[src/rtl/slv_guard_txn_tracker.sv]
// Outstanding-transaction tracker for one AXI direction: per-ID ordered slot table,
// prescaled age counters, budget timeout and unexpected-response detection.
module slv_guard_txn_tracker #(
    parameter int unsigned IdWidth      = 4,
    parameter int unsigned NumSlots     = 8,
    parameter int unsigned MaxTxnsPerId = 4,
    parameter int unsigned CntWidth     = 8,
    parameter int unsigned PrescalerDiv = 32
) (
    input  logic                          clk_i,
    input  logic                          rst_i,
    input  logic                          en_i,
    input  logic [CntWidth-1:0]           budget_i,
    input  logic                          irq_clr_i,
    input  logic                          req_valid_i,
    input  logic                          req_ready_i,
    input  logic [IdWidth-1:0]            req_id_i,
    input  logic                          rsp_valid_i,
    input  logic                          rsp_ready_i,
    input  logic                          rsp_last_i,
    input  logic [IdWidth-1:0]            rsp_id_i,
    output logic                          stall_o,
    output logic                          busy_o,
    output logic [$clog2(NumSlots+1)-1:0] outstanding_o,
    output logic                          irq_o,
    output logic                          timeout_o,
    output logic                          unexp_o,
    output logic [IdWidth-1:0]            err_id_o
);
    localparam int unsigned OutW = $clog2(NumSlots + 1);
    localparam int unsigned IdxW = (NumSlots > 1) ? $clog2(NumSlots) : 1;
    localparam int unsigned PosW = (MaxTxnsPerId > 1) ? $clog2(MaxTxnsPerId) : 1;
    localparam int unsigned PsW  = (PrescalerDiv > 1) ? $clog2(PrescalerDiv) : 1;

    logic [NumSlots-1:0] valid_q, valid_d, tout_q, tout_d;
    logic [IdWidth-1:0]  id_q  [NumSlots];
    logic [IdWidth-1:0]  id_d  [NumSlots];
    logic [PosW-1:0]     pos_q [NumSlots];
    logic [PosW-1:0]     pos_d [NumSlots];
    logic [CntWidth-1:0] cnt_q [NumSlots];
    logic [CntWidth-1:0] cnt_d [NumSlots];
    logic [PsW-1:0]      presc_q;

    logic                full, found_free, rel_hit, tout_found;
    logic [IdxW-1:0]     free_idx, rel_idx;
    logic [OutW-1:0]     same_cnt, outstanding_d;
    logic [IdWidth-1:0]  tout_id, err_id_d;
    logic                tick, alloc, viol, rel, unmatched, timeout_d, unexp_d;

    // Pre-edge table lookups: first free slot, same-ID count, release match.
    always_comb begin
        found_free = 1'b0;
        free_idx   = '0;
        same_cnt   = '0;
        rel_hit    = 1'b0;
        rel_idx    = '0;
        for (int i = 0; i < int'(NumSlots); i++) begin
            if (!valid_q[i] && !found_free) begin
                found_free = 1'b1;
                free_idx   = IdxW'(i);
            end
            if (valid_q[i] && id_q[i] == req_id_i) begin
                same_cnt = same_cnt + OutW'(1);
            end
            if (valid_q[i] && id_q[i] == rsp_id_i && pos_q[i] == '0 && !rel_hit) begin
                rel_hit = 1'b1;
                rel_idx = IdxW'(i);
            end
        end
        full = !found_free;
    end

    assign stall_o   = full || (same_cnt >= OutW'(MaxTxnsPerId));
    assign tick      = en_i && (presc_q == PsW'(PrescalerDiv - 1));
    assign alloc     = en_i && req_valid_i && req_ready_i && !stall_o;
    assign viol      = en_i && req_valid_i && req_ready_i && stall_o;
    assign rel       = en_i && rsp_valid_i && rsp_ready_i && rsp_last_i && rel_hit;
    assign unmatched = en_i && rsp_valid_i && rsp_ready_i && rsp_last_i && !rel_hit;

    // Next table state: aging/timeout, release with pos shift, allocation, flags.
    always_comb begin
        valid_d    = valid_q;
        tout_d     = tout_q;
        id_d       = id_q;
        pos_d      = pos_q;
        cnt_d      = cnt_q;
        tout_found = 1'b0;
        tout_id    = '0;
        for (int i = 0; i < int'(NumSlots); i++) begin
            if (tick && valid_q[i]) begin
                if (cnt_q[i] != '1) begin
                    cnt_d[i] = cnt_q[i] + CntWidth'(1);
                end
                if (budget_i != '0 && cnt_d[i] >= budget_i && !tout_q[i]) begin
                    tout_d[i] = 1'b1;
                    if (!tout_found) begin
                        tout_found = 1'b1;
                        tout_id    = id_q[i];
                    end
                end
            end
            if (rel && valid_q[i] && id_q[i] == rsp_id_i) begin
                if (IdxW'(i) == rel_idx) begin
                    valid_d[i] = 1'b0;
                end else begin
                    pos_d[i] = pos_q[i] - PosW'(1);
                end
            end
            if (alloc && IdxW'(i) == free_idx) begin
                valid_d[i] = 1'b1;
                id_d[i]    = req_id_i;
                pos_d[i]   = (rel && rsp_id_i == req_id_i) ? PosW'(same_cnt - OutW'(1))
                                                           : PosW'(same_cnt);
                cnt_d[i]   = '0;
                tout_d[i]  = 1'b0;
            end
            if (!en_i) begin
                valid_d[i] = 1'b0;
                tout_d[i]  = 1'b0;
                cnt_d[i]   = '0;
                pos_d[i]   = '0;
            end
        end

        outstanding_d = '0;
        for (int i = 0; i < int'(NumSlots); i++) begin
            outstanding_d = outstanding_d + OutW'(valid_d[i]);
        end

        timeout_d = timeout_o || tout_found;
        unexp_d   = unexp_o || unmatched || viol;
        err_id_d  = err_id_o;
        if (!(timeout_o || unexp_o)) begin
            if (tout_found)     err_id_d = tout_id;
            else if (unmatched) err_id_d = rsp_id_i;
            else if (viol)      err_id_d = req_id_i;
        end
        if (irq_clr_i) begin
            timeout_d = 1'b0;
            unexp_d   = 1'b0;
            err_id_d  = '0;
        end
    end

    always_ff @(posedge clk_i or posedge rst_i) begin
        if (rst_i) begin
            valid_q       <= '0;
            tout_q        <= '0;
            presc_q       <= '0;
            busy_o        <= 1'b0;
            outstanding_o <= '0;
            irq_o         <= 1'b0;
            timeout_o     <= 1'b0;
            unexp_o       <= 1'b0;
            err_id_o      <= '0;
            for (int i = 0; i < int'(NumSlots); i++) begin
                id_q[i]  <= '0;
                pos_q[i] <= '0;
                cnt_q[i] <= '0;
            end
        end else begin
            valid_q       <= valid_d;
            tout_q        <= tout_d;
            id_q          <= id_d;
            pos_q         <= pos_d;
            cnt_q         <= cnt_d;
            presc_q       <= (!en_i || tick) ? '0 : presc_q + PsW'(1);
            busy_o        <= (outstanding_d != '0);
            outstanding_o <= outstanding_d;
            irq_o         <= timeout_d || unexp_d;
            timeout_o     <= timeout_d;
            unexp_o       <= unexp_d;
            err_id_o      <= err_id_d;
        end
    end
endmodule
[config.mk]
export PLATFORM = sky130hd
export DESIGN_NAME = slv_guard_txn_tracker
export DESIGN_NICKNAME = d
export VERILOG_FILES = /design/src/rtl/slv_guard_txn_tracker.sv
export SDC_FILE = /design/constraint.sdc
export NUM_CORES = 1
export LEC_CHECK = 0
export ABC_CLOCK_PERIOD_IN_PS = 11100
export CAP_MARGIN = 20
export CORE_ASPECT_RATIO = 0.9
export CORE_UTILIZATION = 63
export DETAILED_ROUTE_END_ITERATION = 10
export MAX_ROUTING_LAYER = met4
export PLACE_DENSITY = 0.82
export SYNTH_ARGS = -nofsm -noshare
export SYNTH_HDL_FRONTEND = slang
export SYNTH_SLANG_ARGS = --single-unit
export TNS_END_PERCENT = 100
[constraint.sdc]
create_clock -name clk_i -period 11.1 [get_ports clk_i]
set_input_delay 2.22 -clock clk_i [delete_from_list [all_inputs] [get_ports clk_i]]
set_output_delay 2.22 -clock clk_i [all_outputs]
set_load 0.01 [all_outputs]
# After elaboration in Yosys (flattened, before gate mapping)
# Index checks and enable logic that the tools add are counted.
[totals]
ff_bits = 145
input_bits = 25
output_inout_bits = 13
[classes]
addsub = 32
order_cmp = 9
eq_ne = 73
muxes = 222
n_reduce_logical = 166
[ops]
columns = ["cell", "n"]
rows = [
  ["two-way mux 8 bit", 40],
  ["two-way mux 4 bit", 34],
  ["two-way mux 1 bit", 101],
  ["logical AND 1 bit", 97],
  ["!= test 3 x 1 -> 1 bit, second input constant", 24],
  ["equality test 4 bit", 17],
  ["two-way mux 2 bit", 34],
  ["adder 8 x 1 -> 8 bit, second input constant", 8],
  ["greater-or-equal comparator 8 bit", 8],
  ["!= test 8 bit, second input constant", 8],
  ["two-way mux 3 bit", 12],
  ["AND reduction 2 bit", 17],
  ["logical NOT 1 bit", 32],
  ["adder 4 x 1 -> 4 bit, second input constant", 6],
  ["equality test 3 bit, first input constant", 8],
  ["!= test 3 x 2 -> 1 bit, second input constant", 8],
  ["subtractor 2 x 1 -> 2 bit, second input constant", 9],
  ["adder 4 x 1 -> 4 bit", 4],
  ["logical NOT 2 bit", 8],
  ["equality test 2 x 3 -> 1 bit, first input constant", 4],
  ["nonzero test 4 bit", 2],
  ["nonzero test 8 bit", 1],
  ["logical OR 1 bit", 7],
  ["equality test 1 x 3 -> 1 bit, first input constant", 2],
  ["other kinds (10)", 11],
]

# Depth between registers and ports, before layout
[logic_depth]
word_depth = 39
mapped_depth = 39

# Worst setup path after synthesis
# Ideal clock, no wire load.
[synth_path]
path_kind = "input port to flip-flop"
start = "input req_id_i[2]"
end = "register busy_o"
arrival_time_ns = 9.981
required_ns = 10.961
setup_slack_ns = 0.981
stages = 38
n_path_buf = 4
cell_sequence = "buf_4 > clkbuf_1 > xor2_1 > nor3_1 > and3_1 > ha_1 > nand3b_1 > or2_2 > nand2_1 > ha_1 > nor3b_1 > a31oi_4 > ha_1 > mux2i_2 > xnor2_1 > ha_1 > and2_1 > a21oi_1 > [... 2 more ...] > nand2_1 > xor2_1 > xnor2_1 > nor2_2 > buf_4 > nand4_4 > buf_6 > a21oi_1 > fa_1 > inv_1 > fa_1 > inv_1 > fa_1 > ha_1 > inv_1 > fa_1 > inv_1 > or4_1"
[synth_rtl]
columns = ["element", "line_no", "text"]
rows = [
  ["start: declaration", "17", "input logic [IdWidth-1:0] req_id_i,"],
  ["equality test 4 bit", "62", "if (valid_q[i] && id_q[i] == req_id_i) begin"],
  ["logical AND 1 bit", "62", ""],
  ["two-way mux 1 bit", "62", ""],
  ["adder 1 x 1 -> 2 bit", "63", "same_cnt = same_cnt + OutW'(1);"],
  ["two-way mux 2 bit", "62", ""],
  ["adder 4 x 1 -> 4 bit", "63", ""],
  ["two-way mux 4 bit", "62", ""],
  ["adder 4 x 1 -> 4 bit", "63", ""],
  ["[... 13 more ...]", "n/a", ""],
  ["logical AND 1 bit *", "109", "if (alloc && IdxW'(i) == free_idx) begin"],
  ["two-way mux 1 bit *", "109", ""],
  ["two-way mux 1 bit *", "117", "if (!en_i) begin"],
  ["named net valid_d[3]", "35", "logic [NumSlots-1:0] valid_q, valid_d, tout_q, tout_d;"],
  ["adder 3 x 1 -> 4 bit *", "127", "outstanding_d = outstanding_d + OutW'(valid_d[i]);"],
  ["adder 4 x 1 -> 4 bit * (4 in a row)", "127", ""],
  ["named net outstanding_d[1]", "46", "logic [OutW-1:0] same_cnt, outstanding_d;"],
  ["nonzero test 4 bit *", "168", "busy_o <= (outstanding_d != '0);"],
  ["end signal: assignment", "168", ""],
  ["end: declaration", "23", "output logic busy_o,"],
]
# Mark *: on every way through the listed nets, which the timed path passes. The rest lies on a longest branch.
# A chain may end at the register's enable or synchronous reset.

# Worst setup path in the final report
[layout_path]
start = "input req_id_i[3]"
end = "register busy_o"
[layout_via]
elab_chain_cells = 32
[layout_rtl]
columns = ["element", "line_no"]
rows = [
  ["equality test 4 bit", "62"],
  ["logical AND 1 bit", "62"],
  ["two-way mux 1 bit", "62"],
  ["adder 1 x 1 -> 2 bit", "63"],
  ["two-way mux 2 bit", "62"],
  ["adder 4 x 1 -> 4 bit", "63"],
  ["two-way mux 4 bit", "62"],
  ["adder 4 x 1 -> 4 bit", "63"],
  ["[... 15 more ...]", "n/a"],
  ["two-way mux 1 bit *", "117"],
  ["named net valid_d[0]", "35"],
  ["adder 1 x 1 -> 2 bit *", "127"],
  ["adder 2 x 1 -> 3 bit *", "127"],
  ["adder 3 x 1 -> 4 bit *", "127"],
  ["adder 4 x 1 -> 4 bit * (4 in a row)", "127"],
  ["named net outstanding_d[1]", "46"],
  ["nonzero test 4 bit *", "168"],
]
# Marks and branches as above.

==> out/results.tsv <==
stage	metric	value	unit
worst_hold_path	worstHoldPathType	reg -> reg	
timing	rsz0062_at_grt	false	
routing	vias_per_cell	6.38	
final_layout	layoutNonFillerInstCount	1545	
routing	vias	9856	
synth	synth_edf_count	0	
worst_setup_path	critPathMaxStageDelay	0.58	ns
worst_setup_path	crit_path_frequent_cell	ha_1	
global_routing	grt_max_degree	77	
synth	synth-seq-cells	145	
timing	finalSetupViolations	0	
floorplanning	design.core.area	17800	um2
floorplanning	start_util	65.0	%
placement	place_inst	1513	
pwr	power.internal	880	uW
clock_tree	cts_buffer_depth	2	
timing	hold_viol_final	0	
clock_tree	postCtsSetupBuffers	0	
pwr	power_density	96.6	nW/um2
timing	tns	0	ns
routing	drc_errors	0	
global_routing	grt.total_usage	35.0	%
routing	drt_iter0_markers	1012	
final_layout	diodes	0	
worst_setup_path	rr_startpoint	valid_q[1]	
synth	syn-cell-area	11600	um2
timing	period_needed	10.36	ns
synth	ys.flop_type	dfrtp_1	
worst_setup_path	r2r_end	busy_o	
pwr	netSwitchingFraction	27.7	%
synth	synthCells	1277	
run	maxCapViolCount	0	
placement	dp_hpwl	21600	um
run_status	status	finished clean	
worst_setup_path	crit_buf_inv	6	
worst_setup_path	path_depth	35	
clock_tree	cts_buffers	17	
timing	maxSlewViolCount	0	
clock_tree	cts.repair.resized	0	
final_layout	nNetsFinal	1412	
floorplanning	fp-row-count	46	
floorplanning	die_h	130	um
floorplanning	die_area	18900	um2
floorplanning	boundaryPins	38	
routing	dr.pass1.iters	7	
routing	wl_per_cell	19.8	um
worst_setup_path	path_class	in -> reg	
pwr	p_leak	5.87	nW
final_layout	final_cell_mix	145 x dfrtp_1, 114 x nor2_1, 98 x nand3_1	
synth	synth_cell_types	84	
worst_setup_path	path_max_fanout	7	
clock_tree	cts-root-buf	clkbuf_16	
timing	fmax	96.5	MHz
routing	wirelength	30600	um
final_layout	synthToLayoutAreaGrowth	9.09	%
global_routing	grt_overflow	0	
pwr	peakVddDrop	0.101	mV
worst_setup_path	path_delay_family	adder cells	
clock_tree	cts_sinks	145	
placement	place.gp.congestion	0.966	
synth	ys_warn_count	0	
timing	maxSlewHeadroom	33.1	%
routing	postRouteAntennaNets	0	
placement	portBuffers	37	
final_layout	final.fill_count	1337	
synth	async_flop_share	100	%
final_layout	layout_commonest_cell	dfrtp_1	
pwr	p_seq_share	45.3	%
pwr	p_clk_share	45.4	%
timing	clock_skew	0.0102	ns
timing	tightest_slew	0.997	ns
clock_tree	htreeDepth	4	
worst_setup_path	r2r_cells	33	
worst_setup_path	endpoint_kind	register	
synth	synth_nets	1397	
clock_tree	clk_latency	0.44	ns
global_routing	grt_antenna_before_repair	0	
global_routing	grt_pass1_vias	9684	
timing	period_share	93.3	%
pwr	power.switching	338	uW
final_layout	drive_gt1_share	9.81	%
clock_tree	cts.clk_slew.worst_paths	0.07	ns
worst_hold_path	min_from	presc_q[0]	
final_layout	regArea	3630	um2
clock_tree	cts_tree	built	
final_layout	multi_input_area	7430	um2
global_routing	grt_pass1_wl	48800	um
worst_setup_path	cpMaxStageDelayCell	clkdlybuf4s50_1	
clock_tree	hold_buffers	0	
worst_setup_path	r2r_slack	2.55	ns
pwr	combPwrFrac	9.3	%
synth	syn_avg_cell_area	9.05	um2
worst_setup_path	critPathArrivalTime	10.67	ns
worst_setup_path	required	11.41	ns
worst_setup_path	crit_path_start_kind	primary input	
worst_hold_path	holdPathStages	1	
worst_hold_path	worstHoldEndpoint	presc_q[0]	
synth	synth-seq-area-share	31.4	%
floorplanning	die_x	145	um
## metal layers
metal  wire, um  vias up  global-route usage (%)  part of all wire, %
met1      12700     4678                    43.0                   41
li1           -     4581                       -                    -
met5          0        -                       -                    0
met3       2960       92                    8.35                  9.7
met4        871        0                    14.9                  2.9
met2      14100      505                    55.1                   46
## synthesized netlist by cell type, drive strengths merged (3+ instances only)
library cell / number / area [um2]
mux2: 48 / 556
a31oi: 7 / 58.8
a211oi: 15 / 128
fa: 4 / 80.1
inv: 56 / 210
a2111oi: 3 / 26.3
buf: 19 / 146
xnor2: 92 / 813
and3: 40 / 250
o211a: 5 / 50.1
o21ai: 39 / 199
a21boi: 5 / 37.5
and4: 3 / 28.8
or2: 4 / 25.0
o211ai: 13 / 103
nor3b: 12 / 120
or3: 6 / 47.5
mux2i: 19 / 194
nand4: 20 / 198
a221oi: 3 / 26.3
nor2: 115 / 434
o21a: 19 / 143
and2: 14 / 90.1
dfrtp: 145 / 3630
xor2: 60 / 526
nand2: 86 / 325
nand4b: 4 / 35.0
a22oi: 3 / 27.5
nor4b: 3 / 26.3
a21oi: 54 / 270
ha: 91 / 1140
nand2b: 20 / 125
nor3: 35 / 185
nand3b: 3 / 22.5
o31ai: 6 / 45.0
a21o: 19 / 143
a211o: 5 / 43.8
clkbuf: 34 / 129
nor4: 9 / 56.3
a2bb2oi: 6 / 52.6
nand3: 102 / 531
nor2b: 10 / 62.6
## state kept, by name, summed over array words and instances, names as in the netlist
register and flops:
busy_o 1, cnt_q 64, err_id_o 4, id_q 32, irq_o 1, outstanding_o 4, pos_q 16, presc_q 5
timeout_o 1, tout_q 8, unexp_o 1, valid_q 8
## worst reg2reg max path, delay by kind of cell (launching register included)
family	cells	cell delay (ns)
AND/OR/NAND/NOR	10	2.47
adder cells (fa/ha/maj)	10	3.46
buffers and inverters	6	0.37
multiplexers	1	0.21
XOR/XNOR	3	0.65
flip-flops	1	0.79
AO/OA/AOI/OAI	3	0.46
## cell type report
class                   instances  area share, %
well taps                     240           2.38
inverters                      57           1.74
flip-flops and latches        145           28.8
multi-input cells            1022           59.0
clock buffers                  18           3.49
clock inverters                14          0.953
repair buffers                 49           3.65
## worst max path at each step
| stage | from | endpoint |
|---|---|---|
| after floorplan | req_id_i[2] | busy_o |
| after global placement | req_id_i[3] | busy_o |
| after detailed placement | req_id_i[3] | busy_o |
| after CTS | req_id_i[3] | busy_o |
| after global routing | req_id_i[3] | busy_o |
| final | req_id_i[3] | busy_o |
## kinds of logic after synthesis
logic type                 synth area share (%)
AOI/OAI and AO/OA                          12.9
xor gates and xnor gates                   12.0
adders and majority gates                  10.6
buffers and inverters                      4.24
DFF                                        31.4
muxes                                      6.49
and+or+nand+nor                            22.4
## metrics by stage
| step | worst slack (ns) | util [%] | cell area, um2 | power, mW | hold WS [ns] |
|---|---|---|---|---|---|
| 5_1_grt | 0.214 | 70.9 | 12600 | 1.26 | 0.500 |
| 3_3_place_gp | 0.619 | 67.7 | 12000 | 0.668 | 0.454 |
| 3_5_place_dp | 0.433 | 67.7 | 12000 | 0.670 | 0.468 |
| 4_1_cts | 0.813 | 70.9 | 12600 | 1.22 | 0.476 |
| 6_report | 0.741 | 70.9 | 12600 | 1.22 | 0.466 |
| 2_1_floorplan | 0.981 | - | 11600 | 0.631 | 0.433 |
## power groups by stage
stage	logic [mW]	clock network (mW)	registers, mW
2_1_floorplan	0.0758	0	0.555
3_3_place_gp	0.108	0	0.560
3_5_place_dp	0.110	0	0.560
4_1_cts	0.112	0.556	0.551
5_1_grt	0.123	0.581	0.552
6_report	0.113	0.552	0.552
Power figures use the tool's default switching activity.
